===== config.mk =====
export PLATFORM = sky130hd
export DESIGN_NAME = instr_fetch_queue_flat
export DESIGN_NICKNAME = d
export VERILOG_FILES = /design/src/rtl/instr_fetch_queue_pkg.sv /design/src/rtl/instr_fetch_queue_if.sv /design/src/rtl/instr_fetch_queue_fifo.sv /design/src/rtl/instr_fetch_queue.sv /design/src/flat_wrapper.sv
export SDC_FILE = /design/constraint.sdc
export NUM_CORES = 1
export LEC_CHECK = 0
export BUFFER_PORTS_ARGS = -buffer_cell sky130_fd_sc_hd__buf_4
export CAP_MARGIN = 20
export CORE_MARGIN = 4
export CORE_UTILIZATION = 50
export CTS_CLUSTER_DIAMETER = 200
export DETAILED_ROUTE_END_ITERATION = 8
export PLACE_DENSITY = 0.71
export SLEW_MARGIN = 20
export SYNTH_ARGS = -nofsm -noshare
export SYNTH_HDL_FRONTEND = slang
export SYNTH_SLANG_ARGS = --single-unit

===== constraint.sdc =====
create_clock -name systemClock -period 6.71 [get_ports systemClock]
set_input_delay 0.671 -clock systemClock [delete_from_list [all_inputs] [get_ports systemClock]]
set_output_delay 0.671 -clock systemClock [all_outputs]
set_load 0.01 [all_outputs]

===== src/rtl/instr_fetch_queue_pkg.sv =====
// Shared constants and types for the instruction prefetch queue.
package instr_fetch_queue_pkg;

    localparam logic [31:0] NOP_INSTR        = 32'h0000_0013;
    localparam logic [63:0] PC_STEP          = 64'd4;
    localparam logic [63:0] DEFAULT_RESET_PC = 64'h0;

    typedef struct packed {
        logic [63:0] pc;
        logic [31:0] instr;
    } fetch_entry_t;

    typedef enum logic [1:0] {
        Q_IDLE = 2'b00,
        Q_POP  = 2'b01,
        Q_PUSH = 2'b10,
        Q_BOTH = 2'b11
    } queue_op_e;

    function automatic logic [63:0] next_pc(input logic [63:0] pc);
        return pc + PC_STEP;
    endfunction

endpackage


===== src/rtl/instr_fetch_queue_if.sv =====
// Fetch-side bundle: redirect, program memory port and decode-side dequeue port.
interface instr_fetch_queue_if #(
    parameter int unsigned DEPTH = 4
);
    localparam int unsigned CW = $clog2(DEPTH + 1);

    logic          redirect;
    logic [63:0]   redirect_pc;
    logic [63:0]   imem_addr;
    logic [31:0]   imem_instr;
    logic          deq_ready;
    logic          deq_valid;
    logic [63:0]   deq_pc;
    logic [31:0]   deq_instr;
    logic [CW-1:0] count;

    modport master (
        output redirect, redirect_pc, imem_instr, deq_ready,
        input  imem_addr, deq_valid, deq_pc, deq_instr, count
    );

    modport slave (
        input  redirect, redirect_pc, imem_instr, deq_ready,
        output imem_addr, deq_valid, deq_pc, deq_instr, count
    );

endinterface


===== src/rtl/instr_fetch_queue_fifo.sv =====
// Circular buffer of {pc, instr} entries with flush; reset beats flush beats push/pop.
module fetch_queue_fifo
    import instr_fetch_queue_pkg::*;
#(
    parameter int unsigned DEPTH = 4
) (
    input  logic                         clk,
    input  logic                         rst,
    input  logic                         flush,
    input  logic                         push,
    input  logic                         pop,
    input  fetch_entry_t                 wr_entry,
    output fetch_entry_t                 head_entry,
    output logic [$clog2(DEPTH+1)-1:0]   count,
    output logic                         full,
    output logic                         empty
);
    localparam int unsigned PW = $clog2(DEPTH);
    localparam int unsigned CW = $clog2(DEPTH + 1);

    fetch_entry_t  mem [DEPTH];
    logic [PW-1:0] head;
    logic [PW-1:0] tail;
    logic          do_push;
    logic          do_pop;
    queue_op_e     op;

    assign empty   = (count == '0);
    assign full    = (count == CW'(DEPTH));
    assign do_pop  = pop & ~empty;
    assign do_push = push & (~full | do_pop);
    assign op      = queue_op_e'({do_push, do_pop});

    assign head_entry = mem[head];

    // Storage carries no reset; validity is tracked solely by count.
    always_ff @(posedge clk) begin
        if (!rst && !flush && do_push) begin
            mem[tail] <= wr_entry;
        end
    end

    // DEPTH is a power of two, so pointer increments wrap naturally.
    always_ff @(posedge clk) begin
        if (rst || flush) begin
            head  <= '0;
            tail  <= '0;
            count <= '0;
        end else begin
            if (do_push) tail <= tail + PW'(1);
            if (do_pop)  head <= head + PW'(1);
            case (op)
                Q_PUSH:  count <= count + CW'(1);
                Q_POP:   count <= count - CW'(1);
                default: count <= count;
            endcase
        end
    end

endmodule


===== src/rtl/instr_fetch_queue.sv =====
// Prefetch queue top: owns fetch_pc, applies redirect priority and drives NOP when empty.
module instr_fetch_queue
    import instr_fetch_queue_pkg::*;
#(
    parameter int unsigned DEPTH    = 4,
    parameter logic [63:0] RESET_PC = DEFAULT_RESET_PC
) (
    input  logic              systemClock,
    input  logic              reset,
    instr_fetch_queue_if.slave bus
);
    localparam int unsigned CW = $clog2(DEPTH + 1);

    logic [63:0]   fetch_pc;
    logic          push;
    logic          pop;
    logic          full;
    logic          empty;
    logic [CW-1:0] occupancy;
    fetch_entry_t  wr_entry;
    fetch_entry_t  head_entry;

    assign pop      = ~empty & bus.deq_ready;
    assign push     = ~full | pop;
    assign wr_entry = '{pc: fetch_pc, instr: bus.imem_instr};

    // Without a push the same address is simply re-fetched next cycle.
    always_ff @(posedge systemClock) begin
        if (reset) begin
            fetch_pc <= RESET_PC;
        end else if (bus.redirect) begin
            fetch_pc <= bus.redirect_pc;
        end else if (push) begin
            fetch_pc <= next_pc(fetch_pc);
        end
    end

    fetch_queue_fifo #(
        .DEPTH(DEPTH)
    ) u_fifo (
        .clk        (systemClock),
        .rst        (reset),
        .flush      (bus.redirect),
        .push       (push),
        .pop        (pop),
        .wr_entry   (wr_entry),
        .head_entry (head_entry),
        .count      (occupancy),
        .full       (full),
        .empty      (empty)
    );

    always_comb begin
        bus.imem_addr = fetch_pc;
        bus.count     = occupancy;
        bus.deq_valid = ~empty;
        bus.deq_pc    = '0;
        bus.deq_instr = NOP_INSTR;
        if (!empty) begin
            bus.deq_pc    = head_entry.pc;
            bus.deq_instr = head_entry.instr;
        end
    end

endmodule


===== src/flat_wrapper.sv =====
// flat-port wrapper written by rule: the top's interface ports become plain ports
module instr_fetch_queue_flat import instr_fetch_queue_pkg::*;
#(
    parameter int unsigned DEPTH    = 4,
    parameter logic [63:0] RESET_PC = DEFAULT_RESET_PC
)
  (systemClock, reset, bus_redirect, bus_redirect_pc, bus_imem_instr, bus_deq_ready, bus_imem_addr, bus_deq_valid, bus_deq_pc, bus_deq_instr, bus_count);
  instr_fetch_queue_if #(.DEPTH(DEPTH)) bus_i ();
  input  logic systemClock;
  input  logic reset;
  input wire logic [$bits(bus_i.redirect)-1:0] bus_redirect;
  input wire logic [$bits(bus_i.redirect_pc)-1:0] bus_redirect_pc;
  input wire logic [$bits(bus_i.imem_instr)-1:0] bus_imem_instr;
  input wire logic [$bits(bus_i.deq_ready)-1:0] bus_deq_ready;
  output wire logic [$bits(bus_i.imem_addr)-1:0] bus_imem_addr;
  output wire logic [$bits(bus_i.deq_valid)-1:0] bus_deq_valid;
  output wire logic [$bits(bus_i.deq_pc)-1:0] bus_deq_pc;
  output wire logic [$bits(bus_i.deq_instr)-1:0] bus_deq_instr;
  output wire logic [$bits(bus_i.count)-1:0] bus_count;
  assign bus_i.redirect = bus_redirect;
  assign bus_i.redirect_pc = bus_redirect_pc;
  assign bus_i.imem_instr = bus_imem_instr;
  assign bus_i.deq_ready = bus_deq_ready;
  assign bus_imem_addr = bus_i.imem_addr;
  assign bus_deq_valid = bus_i.deq_valid;
  assign bus_deq_pc = bus_i.deq_pc;
  assign bus_deq_instr = bus_i.deq_instr;
  assign bus_count = bus_i.count;
  instr_fetch_queue #(.DEPTH(DEPTH), .RESET_PC(RESET_PC)) u_core (.systemClock(systemClock), .reset(reset), .bus(bus_i));
endmodule

==> results.sh <==
export IMPL_antenna_found_initial=0
export IMPL_rr_endpoint="u_core.u_fifo.mem[1][80]"
export IMPL_final_nets=1516
export IMPL_grt_pass1_vias=11300
export IMPL_pwr_density_cell_nw_per_um2=271
export IMPL_clock_sinks=457
export IMPL_crit_family="flip-flops"
export IMPL_required_ns=6.04
export IMPL_hold_class="input port to flop"
export IMPL_utilization=0.614
export IMPL_stdcell_area_sq_um=22600
export IMPL_cp_endpoint="bus_deq_instr[4]"
export IMPL_drc=0
export IMPL_overflow=0
export IMPL_clkSlewWorstSetupHoldPaths_ns=0.06
export IMPL_grt_usage=0.220
export IMPL_drv_slew=0
export IMPL_max_slew_margin=0.294
export IMPL_cts_resized=0
export IMPL_setup_viol=0
export IMPL_drive_above_1_share=0.317
export IMPL_cp_start_kind="flop"
export IMPL_drtAntennaViolNets=0
export IMPL_dp_cells=1829
export IMPL_hold_depth=1
export IMPL_crit_slowest_cell="dfxtp_4"
export IMPL_period_share=0.544
export IMPL_post_place_ws_ns=3.03
export IMPL_synth_edf_count=384
export IMPL_synth_cell_type_count=47
export IMPL_ys_warn_count=0
export IMPL_crit_path_max_incr_delay_ns=0.94
export IMPL_synth_seq_cells=457
export IMPL_final_cell_mix="edfxtp_1 (384), buf_4 (273), and2_1 (97)"
export IMPL_die_area_sq_um=40600
export IMPL_final_cell_count_no_fill=1913
export IMPL_grt_pass1_wl_mm=69.4
export IMPL_n_antenna_cell=0
export IMPL_dr_total_vias=11300
export IMPL_crit_cells=4
export IMPL_io_buffer_count=263
export IMPL_fmax_mhz=274
export IMPL_hold_violations=0
export IMPL_dr_pass1_iters=5
export IMPL_cts_root_buf="clkbuf_16"
export IMPL_tightest_slew_ns=1.06
export IMPL_syn_area_per_cell_sq_um=16.2
export IMPL_final_common_cell="edfxtp_1"
export IMPL_timing_worst_setup_path_type="flop to output port"
export IMPL_timing_final_crit_period_ns=3.65
export IMPL_synth_nets=1261
export IMPL_dpl_cell_area_sq_um=21100
export IMPL_r2r_start="u_core.u_fifo.count[0]"
export IMPL_rsz0062_at_grt="no"
export IMPL_ir_drop_v=0.000169
export IMPL_viasPerCell=5.91
export IMPL_drv_cap=0
export IMPL_ys_flop_type="edfxtp_1"
export IMPL_post_cts_buffers=0
export IMPL_gp_congestion=0.880
export IMPL_cts_tree="yes"
export IMPL_finalWorstSetupSlack_ns=3.06
export IMPL_crit_path_cell_trace="buf_12, mux4_2, or2_2, buf_4"
export IMPL_cts_buffer_depth=3
export IMPL_end_kind="output port"
export IMPL_initial_core_util=0.509
export IMPL_leakage_nw=7.69
export IMPL_fp_row_count=70
export IMPL_first_iter_violations=892
export IMPL_die_h_um=201
export IMPL_critPathArrivalTime_ns=2.98
export IMPL_path_buf_inv=2
export IMPL_tns_ns=0
export IMPL_routed_wl_mm=45.8
export IMPL_clk_latency_ns=0.54
export IMPL_yosysSeqAreaShare=0.694
export IMPL_status="completed"
export IMPL_critPathMaxFanout=54
export IMPL_cts_buffers=45
export IMPL_rr_worst_depth=7
export IMPL_coreArea_sq_um=36800
export IMPL_hold_buffers=0
export IMPL_synthArstFlopShare=0
export IMPL_grt_max_degree=77
export IMPL_clock_skew_ns=0.0156
export IMPL_ctsHtreeMaxLevel=2
export IMPL_netlist_area_sq_um=18700
export IMPL_r2r_slack_ns=3.19
export IMPL_dp_hpwl_mm=29.5
export IMPL_die_width_um=201
export IMPL_syn2layout_area_growth_pct=20.6
export IMPL_syn_inst=1153
export IMPL_routedWlPerCell_um=23.9
export IMPL_io_pin_count=264
## registers in the layout (all words and copies together) (netlist names), named ones only
| name | count |
|---|---|
| u_core.bus.imem_addr | 64 |
| u_core.u_fifo.count | 3 |
| u_core.u_fifo.head | 2 |
| u_core.u_fifo.mem | 384 |
| u_core.u_fifo.tail | 2 |
## synthesized netlist by cell type (all sizes together) (2+ instances only)
cell type | count | share of area
o2111a | 2 | 0.0012
a31o | 3 | 0.0014
a211oi | 25 | 0.010
a311oi | 20 | 0.0094
or4 | 20 | 0.0086
nand4 | 25 | 0.0095
nor3 | 16 | 0.0043
edfxtp | 384 | 0.62
inv | 16 | 0.0032
nand2 | 49 | 0.0098
mux2i | 4 | 0.0021
xor2 | 9 | 0.0042
nor2b | 3 | 0.0010
or3 | 13 | 0.0043
and4 | 6 | 0.0028
o211ai | 3 | 0.0012
and3 | 10 | 0.0033
o21ai | 11 | 0.0029
or2 | 6 | 0.0020
mux4 | 96 | 0.12
xnor2 | 30 | 0.014
dfxtp | 73 | 0.078
and2 | 101 | 0.034
nand3b | 2 | 0.00080
nand3 | 24 | 0.0064
a21oi | 17 | 0.0045
nor4 | 24 | 0.0084
o31ai | 9 | 0.0036
nor2 | 67 | 0.013
buf | 14 | 0.0032
a311o | 2 | 0.0011
clkbuf | 52 | 0.010
ha | 8 | 0.0053
## worst min path at each step
stage	from	to
after floorplan	u_core.u_fifo.tail[1]	u_core.u_fifo.tail[1]
after global placement	u_core.u_fifo.tail[1]	u_core.u_fifo.tail[1]
after detailed placement	u_core.u_fifo.tail[1]	u_core.u_fifo.tail[1]
after CTS	bus_imem_instr[13]	u_core.u_fifo.mem[2][13]
after global routing	bus_imem_instr[5]	u_core.u_fifo.mem[1][5]
final	bus_imem_instr[17]	u_core.u_fifo.mem[1][17]
## through the flow
| step | hold WS, ns | total power, W |
|---|---|---|
| floorplan | 0.465 | 0.00349 |
| global placement | 0.484 | 0.00373 |
| detailed placement | 0.507 | 0.00374 |
| CTS | 0.314 | 0.00617 |
| global route | 0.316 | 0.00634 |
| finish | 0.336 | 0.00613 |
## routing by layer
metal  global-route usage  part of all wire  up-vias
met5                    0                 0        -
met4               0.0508             0.021        0
met3               0.0463             0.076       60
met2                0.353              0.49      446
met1                0.314              0.42     5729
li1                     -                 -     5067
## cell families after synthesis
group	after synthesis	synth area share
compound gates	97	0.0376
xor+xnor	39	0.0183
fa+ha+maj	8	0.00535
buf+inv	83	0.0171
flops	457	0.694
mux	100	0.118
simple gates	369	0.110
## area by class of cell
cell class	instances	area [sq um]
fillers	2777	14200
flip-flops and latches	457	13000
multi-input cells	613	5410
repair buffers	274	2070
clock buffers	62	1260
well taps	468	586
clock inverters	22	181
inverters	17	65.1
## power by group
group | switching [W] | leakage (nW) | internal (W) | total [W]
clock network | 0.00102 | 0.710 | 0.00143 | 0.00245
logic | 0.000210 | 2.85 | 0.000213 | 0.000423
registers | 0.0000931 | 4.13 | 0.00316 | 0.00325
total | 0.00133 | 7.69 | 0.00480 | 0.00613
Power figures use the tool's default switching activity.
